`src/rtl/seq_detect_param.sv`:
```
// rtl/seq_detect_param.sv - parameterised serial pattern detector, optional match counter (SEQ_DETECT_COUNT_EN)
module seq_detect_param #(
  parameter int          N       = 3,
  parameter logic [N-1:0] PATTERN = 3'b101,
  parameter int          CW      = 8
) (
  input  logic          clk,
  input  logic          rst,
  input  logic          en,
  input  logic          X,
  input  logic          ovl,
  input  logic          clr,
  output logic [N-1:0]  q,
  output logic          Z,
  output logic [CW-1:0] match_cnt
);

  // Fill counter must hold the value N itself.
  localparam int FW = $clog2(N + 1);
  localparam logic [FW-1:0] FILL_FULL = FW'(N);

  logic [FW-1:0] fill;
  logic [N-1:0]  q_nxt;
  logic [FW-1:0] fill_inc;
  logic [FW-1:0] fill_nxt;
  logic          match;

  // Next history, saturating fill, and match decision for an enabled sample edge.
  always_comb begin
    q_nxt    = {q[N-2:0], X};
    fill_inc = (fill == FILL_FULL) ? FILL_FULL : fill + 1'b1;
    // Fill gating stops an all-zero pattern from matching the reset history.
    match    = (fill_inc == FILL_FULL) && (q_nxt == PATTERN);
    fill_nxt = (match && !ovl) ? '0 : fill_inc;
  end

  // History, fill and registered match pulse; clear outranks enable.
  always_ff @(posedge clk or negedge rst) begin
    if (!rst) begin
      q    <= '0;
      fill <= '0;
      Z    <= 1'b0;
    end else if (clr) begin
      q    <= '0;
      fill <= '0;
      Z    <= 1'b0;
    end else if (en) begin
      q    <= q_nxt;
      fill <= fill_nxt;
      Z    <= match;
    end else begin
      Z    <= 1'b0;
    end
  end

`ifdef SEQ_DETECT_COUNT_EN
  logic [CW-1:0] cnt_r;

  // Saturating count of match edges.
  always_ff @(posedge clk or negedge rst) begin
    if (!rst) begin
      cnt_r <= '0;
    end else if (clr) begin
      cnt_r <= '0;
    end else if (en && match && (cnt_r != {CW{1'b1}})) begin
      cnt_r <= cnt_r + 1'b1;
    end
  end

  assign match_cnt = cnt_r;
`else
  assign match_cnt = '0;
`endif

endmodule

```
`config.mk`:
```
export PLATFORM = sky130hd
export DESIGN_NAME = seq_detect_param
export DESIGN_NICKNAME = d
export VERILOG_FILES = /design/src/rtl/seq_detect_param.sv
export SDC_FILE = /design/constraint.sdc
export NUM_CORES = 1
export LEC_CHECK = 0
export CELL_PAD_IN_SITES_DETAIL_PLACEMENT = 0
export CELL_PAD_IN_SITES_GLOBAL_PLACEMENT = 2
export CORE_MARGIN = 2
export CORE_UTILIZATION = 20
export DETAILED_ROUTE_END_ITERATION = 10
export PLACE_DENSITY = 0.84
export SYNTH_ARGS = -nofsm -noshare
export SYNTH_HDL_FRONTEND = slang
export SYNTH_SLANG_ARGS = --single-unit
```
`constraint.sdc`:
```
create_clock -name clk -period 1.1 [get_ports clk]
set_clock_uncertainty 0.05 [all_clocks]
set_input_delay 0.165 -clock clk [delete_from_list [all_inputs] [get_ports clk]]
set_output_delay 0.165 -clock clk [all_outputs]
set_load 0.005 [all_outputs]
```
==> results of run 1 <==
## registers in the layout (all words and copies together) (netlist names)
name / cells
Z: 1
fill: 2
q: 3
## worst max-delay path by stage
stage	slack, ps	startpoint	to
after CTS	-30	q[0]	Z
after global routing	-30	q[1]	fill[0]
after floorplan	140	q[0]	fill[0]
after detailed placement	-210	en	fill[0]
after global placement	-180	en	fill[1]
final	20	q[1]	q[1]
## layout make-up
cell class	instances	area, um2
Tap cell	16	20.0
Clock buffer	3	22.5
Multi-Input combinational cell	23	145
Sequential cell	6	150
Fill cell	165	1060
Timing Repair Buffer	16	143
## synth_stat cells
master	instances
nor4_4	1
dfrtp_1	6
nand3b_1	1
buf_6	1
nor4_1	1
buf_4	8
nand2_4	1
nand2b_1	1
nor3_1	2
a21oi_1	2
nor2_1	2
conb_1	1
nand2_1	1
mux2i_1	2
o21ai_0	1
## timing repair
item	CTS	global route
buffers inserted	1	0
resized for setup	4	4
setup endpoints to repair	4	6
pin swaps	1	1
## per-stage QoR
stage	cell area [um2]	util [%]	setup slack [ps]
finish	480	31.2	21.1
global route	480	31.2	-26.6
CTS	469	30.4	-27.1
detailed placement	444	28.8	-208
global placement	444	28.8	-179
floorplan	360	-	143
## power by group
part / internal (uW) / leakage [uW] / switching (uW)
registers: 231 / 0.0000811 / 5.50
clock network: 123 / 0.0000138 / 75.6
logic: 45.3 / 0.000151 / 40.0
total: 399 / 0.000246 / 121
## per-layer routing
metal | global-route usage (%) | up-vias
li1 | - | 126
met3 | 4.00 | 4
met4 | 7.06 | 0
met2 | 13.6 | 17
met1 | 7.18 | 118
met5 | 0 | -
## kinds of logic after synthesis
| logic type | Yosys count |
|---|---|
| buf+inv | 9 |
| simple gates | 10 |
| flops | 6 |
| other cells | 1 |
| mux | 2 |
| compound gates | 3 |
==> run metrics, run 1 <==
status=completed; Fmax achieved=roughly 0.9 GHz; WP data required=880 ps; top-area cell type share of the netlist area=44.9%; share of post-route cells with drive strength above 1=~27%; largest family of logic cells by synthesized area=simple AND/OR/NAND/NOR gates; dpl cells=60; final HPWL from detailed placement=approximately 510 um; Layout Cells excl Fill=between 60 and 70; DRC viols=0; Hold Slack=approximately 120 ps; Synth Area in Simple Gates=between 20% and 30%; Synth cell types=15; crit path kind=flop to output pin; Syn Inst Count=31; Area contributors post-synth=dfrtp_1 45%, buf_4 18%, nor4_4 6.4%; slowest CP cell=dfrtp_1; Yosys top cell by area=dfrtp_1; GRT Total Usage=8.14%; H-tree depth=1; critical-path cell list=dlygate4sd2_1; post-route ant nets=0; area share of xor/xnor cells in the synthesized design=0%; synthesized area per cell=roughly 11 um2; die area=about 2000 um2; worst-path maximum fanout=2; max incr delay on CP=roughly 360 ps; Routed WL per cell=~10 um; Area Growth Syn to Fin=43.8%; Synth Warn #=0; cell area after synthesis=between 300 and 400 um2; Top Ports=18; DRT met1 WL=242 um; Fin Setup TNS=0 ps; Design Power=520 uW; initial antenna violation count=0; max cap viols=0; flop2flop setup slack=around 30 ps; mux contribution to synthesized area=~6.0%; metal2 WL=about 320 um; critical path's top delay family=flip-flops; Clock transition at path regs=40 ps; Synth Area in Compound Gates=under 10%; gpl congestion=0.687; Max rail drop VDD=380 uV; CTS tree=yes; grt total ovfl=0; Starting Density=21.7%; DR iter-0 viols=5; Slew Viols, Final=0; crit share post-route=between 90% and 100%; WL final=roughly 650 um; # setup viols final=0; clock sinks=6; # hold bufs at CTS=0; DR top layer=met4; fin nets=56; most frequent cells in the layout=8 x conb_1, 7 x buf_4, 6 x dfrtp_1, 4 x clkdlybuf4s50_1, 3 x clkbuf_4; Clock Tree Root=clkbuf_4; hold crit path type=input port to asynchronous set/reset pin; DR vias=about 270; PwrDens=between 1000 and 1500 nW/um2; FF-to-FF path depth=3; worst reg2reg path startpoint=q[0]; row count=14; # diodes=0; Core ar.=between 1500 and 2000 um2; first-pass GRT wire length=1090 um; via/cell ratio=4.14; CP arrival=860 ps; critical path depth=1; Seq cells post-synth=6; CTS Buf Count=3; Die H=roughly 45 um; WP buf/inv=1; Fin. Hold Viols=0; Reg-to-Reg End=Z; post-layout minimum cycle time=roughly 1100 ps; commonest non-fill, non-tap cell in the layout=conb_1; leakage=between 0.0002 and 0.00025 uW; Crit. End Element=output pin; RSZ-0062 raised after global routing=yes; WL met3=slightly below 70 um; adder-cell share of the synthesized area=0%; worst-skew pair later-pin latency=about 240 ps; Max clock buf depth=2; port bufs=9; vias in the first global route=257; nature of the critical path startpoint=flop; sequential element share of the synthesized area=between 40 and 50%; chip width=approximately 45 um; Detailed Routing Iterations Pass 1=2; largest net degree at the start of global routing=7
(Power assumes the default switching activity.)
==> inputs of run 2 (changes only) <==
--- a/config.mk
+++ b/config.mk
@@ -7,10 +7,11 @@
 export LEC_CHECK = 0
 export CELL_PAD_IN_SITES_DETAIL_PLACEMENT = 0
 export CELL_PAD_IN_SITES_GLOBAL_PLACEMENT = 2
-export CORE_MARGIN = 2
-export CORE_UTILIZATION = 20
+export CORE_AREA = 2 2 39 41
 export DETAILED_ROUTE_END_ITERATION = 10
-export PLACE_DENSITY = 0.84
+export DIE_AREA = 0 0 41 43
+export DONT_BUFFER_PORTS = 1
+export PLACE_DENSITY = 0.69
 export SYNTH_ARGS = -nofsm -noshare
 export SYNTH_HDL_FRONTEND = slang
 export SYNTH_SLANG_ARGS = --single-unit
==> run 2 against run 1 <==
  * Largest power group unchanged
  * Count of clock-buffer cells in the layout unchanged
  * Clock power is essentially flat
  * First-iteration DRC count shrank 60%
  * Core utilization fell by 5.3 points
  * Maximum frequency is 6.0% higher
  * Power down 7.5%
  * Sequential power rose by 2%
  * Highest routed layer unchanged
==> run metrics, run 2 (synthesis results as in run 1) <==
max incr delay on CP=about 450 ps; Top Ports=18; Reg-to-Reg End=fill[1]; PwrDens=about 1300 nW/um2; met2 GRT Util=roughly a tenth; Design Power=between 400 and 500 uW; Clock Tree Root=clkbuf_4; grt total ovfl=0; biggest regs=q: 3 flops, fill: 2 flops, Z: 1 flops; CTS Buf Count=3; Fin Setup TNS=0 ps; slowest CP cell=dfrtp_1; max reg flops=3; DRC viols=0; final HPWL from detailed placement=434 um; Core ar.=approximately 1400 um2; commonest non-fill, non-tap cell in the layout=conb_1; Detailed Routing Iterations Pass 1=4; crit share post-route=roughly 90%; Hold Path Origin=X; first-pass GRT wire length=about 940 um; RSZ-0062 raised after global routing=no; row count=14; worst-skew pair later-pin latency=roughly 250 ps; flop2flop setup slack=around 82 ps; Max clock buf depth=2; Clock transition at path regs=50 ps; # setup viols final=0; WHS Endpoint=q[0]; via/cell ratio=slightly above 4; Multi-input gate area=145 um2; Finished Cell Area=about 360 um2; Storage cell area=between 150 and 200 um2; fill count=158; Area Growth Syn to Fin=7.12%; Slew Viols, Final=0; WP data required=about 1200 ps; worst-path maximum fanout=5; CTS tree=yes; most frequent cells in the layout=8 x conb_1, 6 x dfrtp_1, 3 x clkbuf_4; DR iter-0 viols=2; # diodes=0; Max rail drop VDD=roughly 600 uV; DP Area=just over 300 um2; nature of the critical path startpoint=flop; vias in the first global route=201; hold crit path type=input port to flop; leakage=0.000165 uW; port bufs=0; Fmax achieved=about 0.98 GHz; initial antenna violation count=0; post-layout minimum cycle time=between 1000 and 1500 ps; status=completed; DR vias=~200; share of post-route cells with drive strength above 1=17.6%; Fin. Hold Viols=0; Hold Slack=approximately 37 ps; clock sinks=6; largest net degree at the start of global routing=8; worst reg2reg path startpoint=q[0]; Crit. End Element=flop; Die H=43 um; gpl congestion=between 0.6 and 0.7; critical path's top delay family=flip-flops; H-tree depth=1; WL final=around 540 um; Starting Density=24.1%; gr busiest metal=met1; WP buf/inv=0; GRT Total Usage=under 10%; hold path depth=2; Biggest register=q; Routed WL per cell=around 11 um; fin util=25.9%; fin nets=42; chip width=roughly 40 um; max cap viols=0; post-route ant nets=0; FF-to-FF path depth=2; crit path kind=flop to flop; die area=around 1800 um2; CP arrival=~1100 ps; M1 GR Usage=between 10% and 20%; met3 usage=between 5 and 6%; critical-path cell list=nor4_4 -> nor3_1; post-CTS setup buffer count=0
-- run 2: cell types whose count changed in the layout (fill, tap and decap cells not counted), sizes merged --
cell and delta:
buf -7, clkdlybuf4s15 -2, clkdlybuf4s50 -4, dlygate4sd2 -2, dlygate4sd3 +2, dlymetal6s2s -1
-- run 2: what timing repair did --
action,CTS,global route
endpoints found under the setup margin,0,1
gates resized for setup,0,1
hold endpoints to repair,12,0
hold buffers,2,0
-- run 2: routing by layer --
| metal | vias up | routed length [um] |
|---|---|---|
| met2 | 15 | 213 |
| met4 | 0 | 13 |
| met1 | 90 | 231 |
| met3 | 2 | 80 |
| li1 | 96 | - |
| met5 | - | 0 |
-- run 2: power by group --
| part | internal, uW | switching, uW |
|---|---|---|
| logic | 15.6 | 22.8 |
| clock network | 123 | 78.4 |
| registers | 231 | 10.5 |
| total | 370 | 112 |
-- run 2: worst max path at each step --
stage	slack, ps	cells after the start	end	from
finish	80	2	fill[1]	q[0]
floorplan	140	2	fill[0]	q[0]
global route	6	2	fill[0]	q[0]
CTS	40	2	Z	clr
detailed placement	90	2	fill[1]	q[0]
global placement	100	2	fill[0]	q[0]
-- run 2: layout make-up --
cell class / count / share of cell area (%)
sequential: 6 / 42.0
timing repair buffer: 2 / 5.59
clock buffer: 3 / 6.29
multi-input combinational: 23 / 40.6
tap: 16 / 5.59
-- run 2: metrics by stage --
| step | setup slack, ps | std cells |
|---|---|---|
| floorplan | 143 | 38 |
| global placement | 105 | 45 |
| detailed placement | 88.8 | 45 |
| CTS | 39.2 | 50 |
| global route | 6.16 | 50 |
| finish | 82.3 | 50 |
-- run 2: worst register-to-register path: cells and delay by family (launching register included) --
kind             cells  cell delay, ps
flip-flops           1             450
AND/OR/NAND/NOR      2             400
